<file path="src/rtl/vedic_seq_mul_ctrl_if.sv">
// vedic_seq_mul_ctrl_if
// Handshake bundle between a requester and the sequential vedic multiplier.
//   in_valid / in_ready / in_a / in_b     : operand request channel
//   out_valid / out_ready / out_p         : result channel
//   busy                                  : controller is in CALC or DONE
// Modports:
//   master : requester side (drives operands, accepts results)
//   slave  : controller side
interface vedic_seq_mul_ctrl_if #(
    parameter int CHUNKS = 2
);
    localparam int W = 3 * CHUNKS;

    logic             in_valid;
    logic             in_ready;
    logic [W-1:0]     in_a;
    logic [W-1:0]     in_b;
    logic             out_valid;
    logic             out_ready;
    logic [2*W-1:0]   out_p;
    logic             busy;

    modport master (
        output in_valid,
        output in_a,
        output in_b,
        output out_ready,
        input  in_ready,
        input  out_valid,
        input  out_p,
        input  busy
    );

    modport slave (
        input  in_valid,
        input  in_a,
        input  in_b,
        input  out_ready,
        output in_ready,
        output out_valid,
        output out_p,
        output busy
    );
endinterface

</file>
<file path="src/rtl/vedic_seq_mul_ctrl.sv">
// vedic_seq_mul_ctrl
// Wide unsigned multiplier built from a single shared 3x3 vedic core.
// Operands are split into 3-bit chunks; one chunk pair is multiplied per
// cycle and the 6-bit partial product is shifted into a 2W-bit accumulator.
// Ports:
//   clk  : rising-edge clock
//   rst  : synchronous, active-high reset
//   bus  : vedic_seq_mul_ctrl_if.slave (operand/result handshakes, busy)
//
// vedic3bit
// Combinational 3x3 unsigned multiplier, Urdhva-Tiryagbhyam column form.
// Ports:
//   a, b : 3-bit operands
//   p    : 6-bit product

module vedic3bit (
    input  logic [2:0] a,
    input  logic [2:0] b,
    output logic [5:0] p
);
    logic [1:0] s1;
    logic [2:0] s2;
    logic [2:0] s3;
    logic [1:0] s4;

    // Each column sums its crosswise bit products plus the carry from the
    // column below; bit 0 of each column sum is a product bit.
    always_comb begin
        s1 = {1'b0, a[1] & b[0]} + {1'b0, a[0] & b[1]};
        s2 = {2'b00, a[2] & b[0]} + {2'b00, a[1] & b[1]}
           + {2'b00, a[0] & b[2]} + {2'b00, s1[1]};
        s3 = {2'b00, a[2] & b[1]} + {2'b00, a[1] & b[2]} + {1'b0, s2[2:1]};
        s4 = {1'b0, a[2] & b[2]} + s3[2:1];
        p  = {s4, s3[0], s2[0], s1[0], a[0] & b[0]};
    end
endmodule

// state | meaning
// ------+----------------------------------------------------------------
// IDLE  | ready for operands; out_p holds the previous result
// CALC  | one chunk pair per cycle, j inner / i outer, acc accumulates
// DONE  | out_valid high, out_p stable until the consumer accepts
module vedic_seq_mul_ctrl #(
    parameter int CHUNKS = 2
) (
    input  logic                   clk,
    input  logic                   rst,
    vedic_seq_mul_ctrl_if.slave    bus
);
    localparam int W  = 3 * CHUNKS;
    localparam int PW = 2 * W;
    localparam int CW = (CHUNKS > 1) ? $clog2(CHUNKS) : 1;
    localparam logic [CW-1:0] LAST = CW'(CHUNKS - 1);

    typedef enum logic [1:0] {
        IDLE = 2'd0,
        CALC = 2'd1,
        DONE = 2'd2
    } state_t;

    state_t          state;
    state_t          state_nxt;

    logic [W-1:0]    a_reg;
    logic [W-1:0]    b_reg;
    logic [PW-1:0]   acc;
    logic [PW-1:0]   acc_nxt;
    logic [PW-1:0]   out_p_reg;
    logic [CW-1:0]   i;
    logic [CW-1:0]   j;

    logic [2:0]      a_chunk;
    logic [2:0]      b_chunk;
    logic [5:0]      pp;
    logic [CW:0]     ij_sum;
    logic [PW-1:0]   pp_ext;
    logic            accept;
    logic            last_step;
    logic            release_out;

    vedic3bit u_core (
        .a (a_chunk),
        .b (b_chunk),
        .p (pp)
    );

    // Outside CALC the core still sees chunk 0 so its inputs are never X.
    always_comb begin
        a_chunk = a_reg[2:0];
        b_chunk = b_reg[2:0];
        if (state == CALC) begin
            for (int k = 0; k < CHUNKS; k++) begin
                if (i == CW'(k)) a_chunk = a_reg[3*k +: 3];
                if (j == CW'(k)) b_chunk = b_reg[3*k +: 3];
            end
        end
    end

    // Weight of the partial product is 2^(3*(i+j)); i+j spans 0..2*CHUNKS-2,
    // so the shift is picked from a small set of constant shifts.
    always_comb begin
        ij_sum = {1'b0, i} + {1'b0, j};
        pp_ext = '0;
        for (int s = 0; s < 2*CHUNKS - 1; s++) begin
            if (ij_sum == (CW+1)'(s)) pp_ext = PW'(pp) << (3*s);
        end
        acc_nxt = acc + pp_ext;
    end

    assign accept      = (state == IDLE) && bus.in_valid;
    assign last_step   = (state == CALC) && (i == LAST) && (j == LAST);
    assign release_out = (state == DONE) && bus.out_ready;

    // State register
    always_ff @(posedge clk) begin
        if (rst) state <= IDLE;
        else     state <= state_nxt;
    end

    // Next-state logic
    always_comb begin
        state_nxt = state;
        case (state)
            IDLE:    if (accept)      state_nxt = CALC;
            CALC:    if (last_step)   state_nxt = DONE;
            DONE:    if (release_out) state_nxt = IDLE;
            default:                  state_nxt = IDLE;
        endcase
    end

    // Output logic
    always_comb begin
        bus.in_ready  = 1'b0;
        bus.out_valid = 1'b0;
        bus.busy      = 1'b0;
        case (state)
            IDLE: bus.in_ready = 1'b1;
            CALC: bus.busy     = 1'b1;
            DONE: begin
                bus.busy      = 1'b1;
                bus.out_valid = 1'b1;
            end
            default: bus.in_ready = 1'b0;
        endcase
    end

    assign bus.out_p = out_p_reg;

    // Datapath: operand capture, step counters, accumulator, result register
    always_ff @(posedge clk) begin
        if (rst) begin
            a_reg     <= '0;
            b_reg     <= '0;
            acc       <= '0;
            out_p_reg <= '0;
            i         <= '0;
            j         <= '0;
        end else begin
            if (accept) begin
                a_reg <= bus.in_a;
                b_reg <= bus.in_b;
                acc   <= '0;
                i     <= '0;
                j     <= '0;
            end else if (state == CALC) begin
                acc <= acc_nxt;
                if (j == LAST) begin
                    j <= '0;
                    if (i == LAST) begin
                        i         <= '0;
                        out_p_reg <= acc_nxt;
                    end else begin
                        i <= i + 1'b1;
                    end
                end else begin
                    j <= j + 1'b1;
                end
            end
        end
    end
endmodule
</file>
<file path="src/flat_wrapper.sv">
// flat-port wrapper written by rule: the top's interface ports become plain ports
module vedic_seq_mul_ctrl_flat 
#(
    parameter int CHUNKS = 2
)
  (clk, rst, bus_in_valid, bus_in_a, bus_in_b, bus_out_ready, bus_in_ready, bus_out_valid, bus_out_p, bus_busy);
  vedic_seq_mul_ctrl_if #(.CHUNKS(CHUNKS)) bus_i ();
  input  logic clk;
  input  logic rst;
  input wire logic [$bits(bus_i.in_valid)-1:0] bus_in_valid;
  input wire logic [$bits(bus_i.in_a)-1:0] bus_in_a;
  input wire logic [$bits(bus_i.in_b)-1:0] bus_in_b;
  input wire logic [$bits(bus_i.out_ready)-1:0] bus_out_ready;
  output wire logic [$bits(bus_i.in_ready)-1:0] bus_in_ready;
  output wire logic [$bits(bus_i.out_valid)-1:0] bus_out_valid;
  output wire logic [$bits(bus_i.out_p)-1:0] bus_out_p;
  output wire logic [$bits(bus_i.busy)-1:0] bus_busy;
  assign bus_i.in_valid = bus_in_valid;
  assign bus_i.in_a = bus_in_a;
  assign bus_i.in_b = bus_in_b;
  assign bus_i.out_ready = bus_out_ready;
  assign bus_in_ready = bus_i.in_ready;
  assign bus_out_valid = bus_i.out_valid;
  assign bus_out_p = bus_i.out_p;
  assign bus_busy = bus_i.busy;
  vedic_seq_mul_ctrl #(.CHUNKS(CHUNKS)) u_core (.clk(clk), .rst(rst), .bus(bus_i));
endmodule
</file>
<file path="config.mk">
export PLATFORM = sky130hd
export DESIGN_NAME = vedic_seq_mul_ctrl_flat
export DESIGN_NICKNAME = d
export VERILOG_FILES = /design/src/rtl/vedic_seq_mul_ctrl_if.sv /design/src/rtl/vedic_seq_mul_ctrl.sv /design/src/flat_wrapper.sv
export SDC_FILE = /design/constraint.sdc
export NUM_CORES = 1
export LEC_CHECK = 0
export ABC_CLOCK_PERIOD_IN_PS = 6000
export BUFFER_PORTS_ARGS = -buffer_cell sky130_fd_sc_hd__buf_2
export CORE_MARGIN = 3
export CORE_UTILIZATION = 49
export DETAILED_ROUTE_END_ITERATION = 8
export PLACE_DENSITY = 0.68
export SETUP_SLACK_MARGIN = 0.2
export SKIP_LAST_GASP = 1
export SLEW_MARGIN = 30
export SYNTH_ARGS = -nofsm -noshare
export SYNTH_HDL_FRONTEND = slang
export SYNTH_SLANG_ARGS = --single-unit
</file>
<file path="constraint.sdc">
create_clock -name clk -period 6 [get_ports clk]
set_clock_uncertainty 0.2 [all_clocks]
set_input_delay 0.3 -clock clk [delete_from_list [all_inputs] [get_ports clk]]
set_output_delay 0.3 -clock clk [all_outputs]
set_load 0.05 [all_outputs]
</file>
# After elaboration in Yosys (flattened, before gate mapping)
# Cells that the tools add are included.
classes:
  reduce_logical: 11
  n_bitwise: 10
  mux: 16
  eq_ne: 7
  n_addsub: 11
ops:
  columns: ["op", "count"]
  rows:
  - ["$mux 12", 2]
  - ["$add 12x12->12", 1]
  - ["$mux 3", 4]
  - ["$and 1x1->1", 9]
  - ["$add 1x1->2", 4]
  - ["$mux 2", 3]
  - ["$mux 6", 1]
  - ["$ne 2x1->1 const B", 3]
  - ["$pmux 2 s3", 1]
  - ["$mux 1", 5]
  - ["$eq 2x1->1 const B", 2]
  - ["$eq 2x2->1 const B", 2]
  - ["$logic_and 1x1->1", 4]
  - ["$logic_not 2->1", 2]
  - ["$reduce_and 4->1", 1]
  - ["$reduce_or 2->1", 2]
  - ["$add 2x1->3", 1]
  - ["$add 2x2->3", 1]
  - ["$add 3x1->3", 1]
  - ["$reduce_and 3->1", 1]
  - ["$add 1x1->1 const B", 2]
  - ["$add 1x2->2", 1]
  - ["$reduce_and 2->1", 1]
  - ["$not 1->1", 1]
totals:
  wordCells: 62
  ff_bits: 40
  out_inout_bits: 15
  in_bits: 16

# Logic depth before layout (Yosys ltp)
depth:
  ltp_word: 12
  mapped_depth: 24
  depth_no_buf: 23

# Hierarchy
# Synthesis repeated with hierarchy kept, for this count alone.
hier_totals:
  hier_cells: 300
  hier_area_um2: 2488.6
modules_own_cells:
  columns: ["module", "area_each_um2", "n_inst", "cells_each", "seq_area_each_um2"]
  rows:
  - ["vedic_seq_mul_ctrl", 2302.2, 1, 279, 800.8]
  - ["vedic3bit", 186.4, 1, 21, 0.0]

# Least setup slack after synthesis
# Ideal clock, no wire load.
synth_timing:
  path_type: "register to register"
  from: "reg u_core.state[1]"
  to: "reg u_core.acc[8]"
  setup_time_ps: 62
  path_slack_ps: 1063
  arrival_time_ps: 4675
  period_less_slack_ps: 4937
  n_path_buf: 1
  required_ps: 5738
  path_stages_with_launch: 25
  path_cell_list: "dfxtp_1 -> inv_1 -> ha_1 -> buf_2 -> nand2_1 -> mux2i_1 -> nor2_1 -> ha_1 -> inv_1 -> fa_1 -> inv_1 -> ha_1 -> ha_1 -> fa_1 -> fa_1 -> nand2_1 -> nor2_1 -> a21oi_1 -> nor2_1 -> ha_1 -> nand2_1 -> a211oi_4 -> o21ai_2 -> or4b_1 -> nand3_1"
synth_between:
  elab_chain_len: 12
  word_cells_on_any_way: 26
  classes_between: "add/sub (8); eq/ne (1); mux (5); bitwise (9); reduce/logical (3)"
synth_lines:
  columns: ["item", "line", "source"]
  rows:
  - ["from (decl)", "vedic_seq_mul_ctrl.sv:61", "state_t state;"]
  - ["from (signal assigned)", "vedic_seq_mul_ctrl.sv:117", "else state <= state_nxt;"]
  - ["$eq 2x1->1", "vedic_seq_mul_ctrl.sv:91, vedic_seq_mul_ctrl.sv:165", null]
  - ["$mux 3", "vedic_seq_mul_ctrl.sv:91", "if (state == CALC) begin"]
  - ["$and 1x1->1", "vedic_seq_mul_ctrl.sv:30", "s2 = {2'b00, a[2] & b[0]} + {2'b00, a[1] & b[1]}"]
  - ["$add 1x1->2", "vedic_seq_mul_ctrl.sv:30", null]
  - ["$add 2x1->3", "vedic_seq_mul_ctrl.sv:31", "+ {2'b00, a[0] & b[2]} + {2'b00, s1[1]};"]
  - ["$add 3x1->3", "vedic_seq_mul_ctrl.sv:31", null]
  - ["$add 2x2->3", "vedic_seq_mul_ctrl.sv:32", "s3 = {2'b00, a[2] & b[1]} + {2'b00, a[1] & b[2]} + {1'b0, s2[2:1]};"]
  - ["$add 1x2->2", "vedic_seq_mul_ctrl.sv:33", "s4 = {1'b0, a[2] & b[2]} + s3[2:1];"]
  - ["$mux 6", "vedic_seq_mul_ctrl.sv:105", "if (ij_sum == (CW+1)'(s)) pp_ext = PW'(pp) << (3*s);"]
  - ["$mux 12 (2 in a row)", "vedic_seq_mul_ctrl.sv:105", null]
  - ["$add 12x12->12", "vedic_seq_mul_ctrl.sv:107", "acc_nxt = acc + pp_ext;"]
  - ["to (signal assigned)", "vedic_seq_mul_ctrl.sv:166", "acc <= acc_nxt;"]
  - ["to (decl)", "vedic_seq_mul_ctrl.sv:66", "logic [PW-1:0] acc;"]
# Several ways; a longest one is shown, not always the timed one.
# A chain may end at the register's enable or synchronous reset.

# Final worst setup path
# Same ends and word-level chain as after synthesis.

==> run summary <==
CRITICAL PATH
--------------------------------------------------------------------------------
Worst Setup Start Kind ............................................     register
Critical path peak fanout .........................................            4
R2r worst-path depth ..............................................           23
Setup CP Type .....................................................      reg2reg
Worst R2R Setup Slack .............................................       820 ps
Terminus of the critical flop-to-flop path ........................ u_core.acc[8]$_SDFFE_PP0N_
Launch point of the worst reg-to-reg path ......................... u_core.state[1]$_SDFFE_PP0P_
Worst endpoint data arrival time ..................................      5220 ps
Required @ worst endpoint .........................................      6040 ps
Type of destination of the critical path ..........................     register

TIMING
--------------------------------------------------------------------------------
Fin Hold WS .......................................................     39.14 ps
Final worst slack .................................................     818.4 ps
Final worst path period need ......................................      5182 ps
Worst Tran Pin Value ..............................................     625.3 ps
Final setup violation count .......................................            0
Setup tns final ...................................................         0 ps
Final-report max-slew violation count .............................            0
Top achievable clock speed ........................................    193.0 MHz
Period utilization ................................................       0.8636
Final hold violations .............................................            0
Slew margin rel. ..................................................       0.5821
RSZ-0062 raised after global routing ..............................        false

SYNTH
--------------------------------------------------------------------------------
Async set or reset register ratio after synthesis .................            0
Mux share of post-synthesis cell area .............................      0.06989
Main combinational cell family by area after synthesis ............ simple AND/OR/NAND/NOR gates
Main synth FF type ................................................      dfxtp_1
Per-instance average area after synthesis .........................  7.854 sq um
Synth Instances ...................................................          310
Synth cell types ..................................................           38
Sequential fraction of the synthesis area .........................       0.3289
Adder-Cell Fraction of Synth Area .................................       0.1357
Simple-gate share of the synthesized area .........................       0.2497
Summed instance area of the synthesized netlist ...................   2435 sq um
Share of the synthesized netlist area taken by xor and xnor gates .      0.03237
Area share of the largest cell type after synthesis ...............       0.3289
Synthesis Warnings ................................................            0
Nets in the synthesized netlist ...................................          350
Number of flops mapped to enable cells by yosys ...................            0
Synth Area in Compound Gates ......................................       0.1429
Dominant cell type by area after synthesis ........................      dfxtp_1
Yosys reg bits ....................................................           40
Top cells by area in the synthesized netlist ...................... dfxtp_1 (33%), nand2_1 (10%), ha_1 (10%)

GLOBAL ROUTING
--------------------------------------------------------------------------------
Overall track demand over capacity in global routing ..............       0.1941
Largest net degree at the start of global routing .................           30
Number of antenna violations at the first check in global routing .            0
Global-route wire length before repair ............................     9.259 mm
Via count of the first global-routing pass ........................         1993
GR Overflow Total .................................................            0

CTS
--------------------------------------------------------------------------------
Hold-fix buffer count after cts ...................................            0
CTS clock-pin slew for the worst setup and hold paths .............        80 ps
Insertion delay to the later sink of the worst-skew pair ..........       290 ps
CTS tree ..........................................................          yes
# H-tree levels ...................................................            2
Inserted Clock Buffers ............................................            5
Cells resized by post-CTS repair ..................................            0
Max Buffers Root-to-Sink ..........................................            2
Setup Fix Bufs, Post-CTS ..........................................            0
CTS sink cnt ......................................................           40
Root Buffer Master ................................................     clkbuf_8

ROUTE
--------------------------------------------------------------------------------
Count of unresolved DRC violations after routing ..................            0
Number of iterations in the first detailed-routing pass ...........            4
Via total after detailed routing ..................................         2134
DRT iter0 DRCs ....................................................           92
Routed WL .........................................................     5.139 mm
Wire length per cell ..............................................     12.75 um
Detail-routed via count per cell ..................................        5.295
Routed Antenna Nets ...............................................            0

FLOORPLAN
--------------------------------------------------------------------------------
Chip height .......................................................     76.49 um
Chip width ........................................................     76.49 um
Initial core utilization ..........................................       0.5121
Number of rows in the core area ...................................           25
Number of primary I/O pins ........................................           31
Core region area ..................................................   4755 sq um
Full die area .....................................................   5851 sq um

FINAL LAYOUT
--------------------------------------------------------------------------------
Sequential Area ...................................................  800.8 sq um
Most common library cell in the layout ignoring fill and taps .....      nand2_1
Number of antenna repair diodes ...................................            0
Filler cells ......................................................          483
Layout overhead on the synthesized area ...........................       11.67%
Post-layout instance count excluding filler cells .................          403
Number of nets in the finished design .............................          375
Share of cells above drive strength 1 .............................       0.1369
Area occupied by multi-input gates ................................   1535 sq um
Post-route cell area ..............................................   2719 sq um
Leading cell types in the layout, fill and taps excluded .......... nand2_1 (68), dfxtp_1 (40), a21oi_1 (33)

POWER
--------------------------------------------------------------------------------
Cell Pwr Density .................................................. 283.7 nW/um^2
Maximum ir drop on the vdd rail ...................................  0.0001703 V
Reported leakage power ............................................     1.257 nW

MIN PATH
--------------------------------------------------------------------------------
HP Start ..........................................................  bus_in_b[5]
Sink of the worst hold path ....................................... u_core.b_reg[5]$_SDFFE_PP0P_
Number of stages on the worst hold path ...........................            3
Class of the tightest hold or removal check .......................       in2reg

PLACEMENT
--------------------------------------------------------------------------------
Cell area after placement .........................................   2626 sq um
Inst Count DP .....................................................          395
DP Worst Slack ....................................................     838.3 ps
Number of buffer cells added on primary ports .....................           30
Gp weighted congestion ............................................       0.8909
Hpwl dp ...........................................................     3.787 mm

RUN
--------------------------------------------------------------------------------
Number of maximum-capacitance violations ..........................            0

OUTCOME
--------------------------------------------------------------------------------
Result of the run ................................................. finished, final reports clean

==> report_power, final <==
part           total, mW  switching, mW  internal [mW]
Clock              0.185         0.0928         0.0918
Sequential         0.310         0.0186          0.291
Combinational      0.277          0.185         0.0914
==> per-layer routing <==
metal,share of wire,vias to the layer above,track usage
met4,0.0088,0,0.06522
met5,0,-,0
met3,0.039,6,0.03073
met2,0.45,42,0.3049
met1,0.50,981,0.2712
li1,-,1105,-
==> cells in the mapped netlist, drive strengths merged, types with 2 or more instances <==
master / instances
nand3: 7
o21ai: 12
fa: 4
dfxtp: 40
inv: 13
o211ai: 2
a21oi: 33
nand4: 2
xor2: 5
a211oi: 4
buf: 2
mux2i: 17
nor3: 4
nand2: 68
and2: 6
ha: 20
or2: 2
xnor2: 4
nor3b: 5
clkbuf: 11
a32oi: 2
nand3b: 2
a21o: 2
nand2b: 3
nor2: 33
nor4b: 2
==> how the worst max path moves through the flow <==
stage,to,cells after the start,slack (ps),from
after floorplan,u_core.acc[8]$_SDFFE_PP0N_,24,1060,u_core.state[1]$_SDFFE_PP0P_
after global placement,u_core.bus.out_p[10]$_SDFFE_PP0P_,21,930,u_core.state[1]$_SDFFE_PP0P_
after detailed placement,u_core.acc[8]$_SDFFE_PP0N_,23,840,u_core.state[1]$_SDFFE_PP0P_
after CTS,u_core.acc[8]$_SDFFE_PP0N_,23,800,u_core.state[1]$_SDFFE_PP0P_
after global routing,u_core.bus.out_p[10]$_SDFFE_PP0P_,21,300,u_core.state[1]$_SDFFE_PP0P_
final,u_core.acc[8]$_SDFFE_PP0N_,23,820,u_core.state[1]$_SDFFE_PP0P_
==> cell families after synthesis <==
| logic type | Yosys count |
|---|---|
| AO/OA/AOI/OAI | 58 |
| XOR/XNOR | 9 |
| adder cells (fa/ha/maj) | 24 |
| buffers and inverters | 26 |
| flip-flops | 40 |
| multiplexers | 17 |
| AND/OR/NAND/NOR | 136 |
==> metrics by stage <==
step / total power, mW / utilization
floorplan: 0.5382 / -
global placement: 0.5882 / 0.5524
detailed placement: 0.5937 / 0.5524
CTS: 0.7791 / 0.5718
global route: 0.8274 / 0.5718
finish: 0.7712 / 0.5718
==> worst max-delay path: stages, from the launching register on <==
cell and delay (ps):
dfxtp_1 350, inv_1 80, ha_1 210, nand2_1 190, mux2i_1 140, nor2_1 130
ha_1 150, inv_1 50, fa_1 520, inv_1 40, ha_1 190, ha_1 290
fa_1 420, fa_1 490, nand2_1 80, nor2_1 40, a21oi_1 120, nor2_1 60
ha_1 350, nand2_1 100, a211oi_4 240, o21ai_2 130, or4b_1 470, nand3_1 70
==> cell type report <==
type,count,area share
Inverter,13,0.01795
Clock inverter,2,0.003682
Clock buffer,6,0.03037
Tap cell,67,0.03083
Multi-Input combinational cell,244,0.5647
Timing Repair Buffer,31,0.05798
Sequential cell,40,0.2945
Note: power is estimated with default switching activity, not from simulation.
